File: src/rtl/ascon_pkg.sv
// Shared types, round counts and round-constant helper for the Ascon permutation scheduler.
package ascon_pkg;

  localparam int unsigned LANE_W     = 64;
  localparam int unsigned NLANES     = 5;
  localparam int unsigned ROUNDS_PA  = 12;
  localparam int unsigned ROUNDS_PB6 = 6;
  localparam int unsigned ROUNDS_PB8 = 8;

  // Lane 0 is x0 ... lane 4 is x4.
  typedef logic [NLANES-1:0][LANE_W-1:0] ascon_state_t;

  typedef enum logic [1:0] {IDLE, RUN, WB, HOLD} sched_state_e;

  function automatic logic [7:0] rc(input logic [3:0] r);
    return {~r, r};
  endfunction

  function automatic logic legal_rounds(input logic [3:0] n);
    return (n == 4'(ROUNDS_PA)) || (n == 4'(ROUNDS_PB6)) || (n == 4'(ROUNDS_PB8));
  endfunction

endpackage

File: src/rtl/ascon_round.sv
// One combinational Ascon round: constant add, 5-bit S-box layer, linear diffusion.
module ascon_round
  import ascon_pkg::*;
(
  input  ascon_state_t src,
  input  logic [7:0]   rconst,
  output ascon_state_t dst
);

  function automatic logic [63:0] ror(input logic [63:0] v, input int unsigned n);
    return (v >> n) | (v << (64 - n));
  endfunction

  logic [63:0] x0, x1, x2, x3, x4;
  logic [63:0] t0, t1, t2, t3, t4;

  // Bit-sliced S-box applied to all 64 columns in parallel.
  always_comb begin
    x0 = src[0];
    x1 = src[1];
    x2 = src[2] ^ {56'h0, rconst};
    x3 = src[3];
    x4 = src[4];

    x0 = x0 ^ x4;
    x4 = x4 ^ x3;
    x2 = x2 ^ x1;
    t0 = ~x0 & x1;
    t1 = ~x1 & x2;
    t2 = ~x2 & x3;
    t3 = ~x3 & x4;
    t4 = ~x4 & x0;
    x0 = x0 ^ t1;
    x1 = x1 ^ t2;
    x2 = x2 ^ t3;
    x3 = x3 ^ t4;
    x4 = x4 ^ t0;
    x1 = x1 ^ x0;
    x0 = x0 ^ x4;
    x3 = x3 ^ x2;
    x2 = ~x2;

    dst[0] = x0 ^ ror(x0, 19) ^ ror(x0, 28);
    dst[1] = x1 ^ ror(x1, 61) ^ ror(x1, 39);
    dst[2] = x2 ^ ror(x2, 1)  ^ ror(x2, 6);
    dst[3] = x3 ^ ror(x3, 10) ^ ror(x3, 17);
    dst[4] = x4 ^ ror(x4, 7)  ^ ror(x4, 41);
  end

endmodule

File: src/rtl/ascon_perm_sched.sv
// Ascon permutation sequencer: snapshots state, runs 6/8/12 rounds, writes back once.
// Optional cycle counter enabled by defining ASCON_SCHED_PERF_EN.
module ascon_perm_sched
  import ascon_pkg::*;
#(
  parameter int unsigned UNROLL = 1,
  parameter int unsigned CNT_W  = 16
) (
  input  logic               clk_i,
  input  logic               rst_n_i,
  input  logic               start_i,
  input  logic [3:0]         nrounds_i,
  input  ascon_state_t       state_i,
  output ascon_state_t       state_o,
  output logic               update_state_o,
  output logic               finished_o,
  output logic               busy_o,
  output logic               err_o,
  output logic [CNT_W-1:0]   perf_cycles_o
);

  sched_state_e state, nxt;
  ascon_state_t state_q;
  logic [3:0]   rcnt;
  logic         load, adv, set_err, last, pulse_d, busy_d;
  ascon_state_t stage [UNROLL+1];

  assign stage[0] = state_q;
  assign state_o  = state_q;

  // UNROLL rounds chained per clock; each copy gets its absolute round's constant.
  for (genvar k = 0; k < UNROLL; k++) begin : g_round
    ascon_round u_round (
      .src    (stage[k]),
      .rconst (rc(rcnt + 4'(k))),
      .dst    (stage[k+1])
    );
  end

  assign last = (5'(rcnt) + 5'(UNROLL)) == 5'(ROUNDS_PA);

  always_ff @(posedge clk_i or negedge rst_n_i) begin
    if (!rst_n_i) state <= IDLE;
    else          state <= nxt;
  end

  always_comb begin
    nxt     = state;
    load    = 1'b0;
    adv     = 1'b0;
    set_err = 1'b0;
    case (state)
      IDLE: begin
        if (start_i) begin
          if (legal_rounds(nrounds_i)) begin
            nxt  = RUN;
            load = 1'b1;
          end else begin
            nxt     = HOLD;
            set_err = 1'b1;
          end
        end
      end
      RUN: begin
        adv = 1'b1;
        if (last) nxt = WB;
      end
      WB:      nxt = HOLD;
      HOLD:    if (!start_i) nxt = IDLE;
      default: nxt = IDLE;
    endcase
    pulse_d = (nxt == WB);
    busy_d  = (nxt == RUN) || (nxt == WB);
  end

  always_ff @(posedge clk_i or negedge rst_n_i) begin
    if (!rst_n_i) begin
      state_q        <= '0;
      rcnt           <= '0;
      err_o          <= 1'b0;
      update_state_o <= 1'b0;
      finished_o     <= 1'b0;
      busy_o         <= 1'b0;
    end else begin
      if (load) begin
        state_q <= state_i;
        rcnt    <= 4'(ROUNDS_PA) - nrounds_i;
      end else if (adv) begin
        state_q <= stage[UNROLL];
        rcnt    <= rcnt + 4'(UNROLL);
      end
      if (load)         err_o <= 1'b0;
      else if (set_err) err_o <= 1'b1;
      update_state_o <= pulse_d;
      finished_o     <= pulse_d;
      busy_o         <= busy_d;
    end
  end

`ifdef ASCON_SCHED_PERF_EN
  logic [CNT_W-1:0] cyc, cyc_inc;

  assign cyc_inc = (&cyc) ? cyc : cyc + CNT_W'(1);

  // Counts RUN and WB cycles; the WB cycle itself is included in the published value.
  always_ff @(posedge clk_i or negedge rst_n_i) begin
    if (!rst_n_i) begin
      cyc           <= '0;
      perf_cycles_o <= '0;
    end else begin
      if (load)                              cyc <= '0;
      else if ((state == RUN) || (state == WB)) cyc <= cyc_inc;
      if (state == WB) perf_cycles_o <= cyc_inc;
    end
  end
`else
  assign perf_cycles_o = '0;
`endif

endmodule

File: config.mk
export PLATFORM = sky130hd
export DESIGN_NAME = ascon_perm_sched
export DESIGN_NICKNAME = d
export VERILOG_FILES = /design/src/rtl/ascon_pkg.sv /design/src/rtl/ascon_round.sv /design/src/rtl/ascon_perm_sched.sv
export SDC_FILE = /design/constraint.sdc
export NUM_CORES = 2
export LEC_CHECK = 0
export BUFFER_PORTS_ARGS = -buffer_cell sky130_fd_sc_hd__buf_2
export CORE_ASPECT_RATIO = 0.5
export CORE_MARGIN = 2
export CORE_UTILIZATION = 30
export DETAILED_ROUTE_END_ITERATION = 7
export PLACE_DENSITY_LB_ADDON = 0.05
export SYNTH_ARGS = -nofsm -noshare
export SYNTH_HDL_FRONTEND = slang
export SYNTH_SLANG_ARGS = --single-unit
File: constraint.sdc
create_clock -name clk_i -period 2.9 [get_ports clk_i]
set_input_delay 0.435 -clock clk_i [delete_from_list [all_inputs] [get_ports clk_i]]
set_output_delay 0.435 -clock clk_i [all_outputs]
set_load 0.03 [all_outputs]
==> results.cfg <==
[die]
ios = 667
core_um2 = 93410
num_rows = 79
initial_core_util = 0.3041
die_h_um = 221.6
dieArea_um2 = 97330
die_w_um = 439.2

[routing]
drt_iter0_markers = 3004
via_per_inst = 5.157
wl_per_cell_um = 31.27
dr.pass1.iters = 8
vias = 29150
ant_nets = 0
drc_errors = 0
wl_mm = 176.7

[timing]
tightest_slew_ns = 1.471
period_needed_ns = 2.979
rsz0062_at_grt = false
timing.final.ws_setup_ns = -0.07895
hold_viol = 0
setup_viol = 1
min_period_over_period = 1.027
maxSlewViolCount = 0
fmax_mhz = 335.7
fin_skew_ns = 0.03127
maxSlewHeadroom = 0.01215

[clock_tree]
cts_buffer_depth = 3
cts_tree = yes
post_cts_buffers = 0
clock-root-buffer = clkbuf_16
cts_made_buffers = 39
path_clk_slew_ns = 0.07
htreeDepth = 2
insertion_delay_ns = 0.63
clkSinkCount = 329

[worst_setup_path]
cp-start-kind = flop
worstPathCellList = inv_1 > ha_1 > xnor2_1 > xnor2_1 > xnor2_1 > xnor2_1 > o21ai_0
endpoint_kind = flop
critPathKind = flop to flop
worstPathArrival_ns = 3.47
crit_slowest_cell = xnor2_1
rr_startpoint = state_o[95]
max_stage_delay_ns = 0.94
r2r_slack_ns = -0.08
startpoint = state_o[95]
cp_max_fo = 4
required_ns = 3.39
worst_path_most_repeated_cell = xnor2_1

[job]
drv_cap = 0

[final_layout]
n_fill_cell = 9802
area_growth_pct = 33.70
ff_latch_area_um2 = 8233
multiInputGateArea_um2 = 19010
layout-drive-gt1-share = 0.2793
antennaDiodeCount = 0
fin_area_um2 = 37980
fin_nets = 4828

[yosys]
ys_seq_area_frac = 0.2898
postSynthCellCount = 3325
ys_warn_count = 0
syn_area_per_cell_um2 = 8.544
synth_flop_cell = dfrtp_1
synthesis.area_um2 = 28410
ys_types = 42
synth_edf_count = 0
ys_ff_latch = 329
postSynth.asyncResetShare = 1.000

[placed_design]
placed_cell_area_um2 = 36530
portBuffers = 650
hpwl_mm = 148.8
gp_congestion = 1.024

[global_routing]
grt_overflow_total = 0
grt_use_total = 0.3526
grt_pass1_wl_mm = 236.8
first_global_vias = 28480
grt_max_degree = 92
antenna_found_initial = 8

[outcome]
violations = negative setup slack
run_status = complete, but fails checks

[min_path]
hp-start = state_i[151]
hold_path_class = primary input to flop
-- registers in the layout, summed over array words and instances, names as in the netlist --
signal,flops
finished_o,1
state_o,320
state,2
rcnt,4
busy_o,1
err_o,1
-- final timing paths --
kind	cells past startpoint	to
min	3	state_o[151]
min in group asynchronous	2	state_o[73]
max	7	state_o[213]
max reg2reg	7	state_o[213]
max in group asynchronous	3	state_o[176]
min reg2reg	1	err_o
-- cells by family (layout without fill, tap and decap cells) --
kind of cell	count (synthesis)	in the layout	share of synthesized area
other	1	16	0.0001320
AND/OR/NAND/NOR	587	587	0.08830
flip-flops	329	329	0.2898
AO/OA/AOI/OAI	762	762	0.1398
XOR/XNOR	1163	1163	0.3640
multiplexers	5	5	0.001806
adder cells (fa/ha/maj)	160	160	0.06800
buffers and inverters	318	1375	0.04814
-- cells in the mapped netlist (all sizes together), types with 2 or more instances --
cell | instances | area (um^2)
xnor2 | 777 | 6933
xor2 | 385 | 3387
a21oi | 363 | 1821
dfrtp | 329 | 8233
o21ai | 308 | 1541
nor2 | 213 | 799.5
nand2 | 187 | 701.9
inv | 166 | 623.1
nor3 | 135 | 680.7
ha | 132 | 1652
buf | 88 | 504.2
o22ai | 71 | 444.2
clkbuf | 63 | 236.5
and3 | 45 | 281.5
maj3 | 28 | 280.3
a2bb2oi | 7 | 61.31
a22oi | 6 | 45.04
mux2i | 4 | 40.04
nand3 | 2 | 10.01
-- repair_timing --
item,in CTS,in global routing
pin swaps,0,0
endpoints found under the hold margin,54,0
endpoints found under the setup margin,2,3
gates resized for setup,3,2
hold buffers,11,0
-- placed cells by master, fill, tap and decap left out, types with 7 or more instances in the layout --
cell / instances
a21oi_1: 362
a2bb2oi_1: 7
and3_1: 45
buf_12: 22
buf_2: 649
buf_4: 456
clkbuf_1: 9
clkbuf_16: 41
clkinv_2: 8
conb_1: 16
dfrtp_1: 329
dlygate4sd3_1: 11
ha_1: 132
inv_1: 166
maj3_1: 28
nand2_1: 184
nor2_1: 212
nor3_1: 134
o21ai_0: 266
o21ai_1: 42
o22ai_1: 71
xnor2_1: 746
xnor2_2: 30
xor2_1: 383
-- per-layer routing --
metal  global-route usage  vias up  part of all wire
li1                     -    13060                 -
met1               0.5080    14810              0.46
met2               0.5193     1153              0.42
met3               0.1135      129             0.099
met4              0.04966        0             0.014
met5                    0        -                 0
-- layout make-up --
cell class / count / share of cell area
Clock buffer: 55 / 0.02971
Tap cell: 1255 / 0.04134
Sequential cell: 329 / 0.2167
Inverter: 167 / 0.01650
Clock inverter: 14 / 0.004612
Timing Repair Buffer: 1139 / 0.1905
Multi-Input combinational cell: 2693 / 0.5006
-- per-stage QoR --
step	worst slack (ns)	utilization	cells	setup TNS [ns]	hold WS (ns)
2_1_floorplan	0.7442	-	3340	0	0.1394
3_3_place_gp	-0.2967	0.3911	5572	-0.3160	0.4217
3_5_place_dp	-0.2621	0.3911	5572	-0.2621	0.4285
4_1_cts	0.1629	0.4064	5652	0	0.0002432
5_1_grt	0.05069	0.4066	5652	0	0.02555
6_report	-0.07895	0.4066	5652	-0.07895	0.02868
-- worst max-delay path: cells and delay by family (launching register included) --
| kind | cells | cell delay (ns) |
|---|---|---|
| buf+inv | 1 | 0.13 |
| fa+ha+maj | 1 | 0.32 |
| compound gates | 1 | 0.10 |
| flops | 1 | 0.46 |
| xor+xnor | 4 | 1.84 |
Power is left out: the tool's default activity adds up to more than one toggle a clock period on the data nets, which glitch-free logic cannot reach.
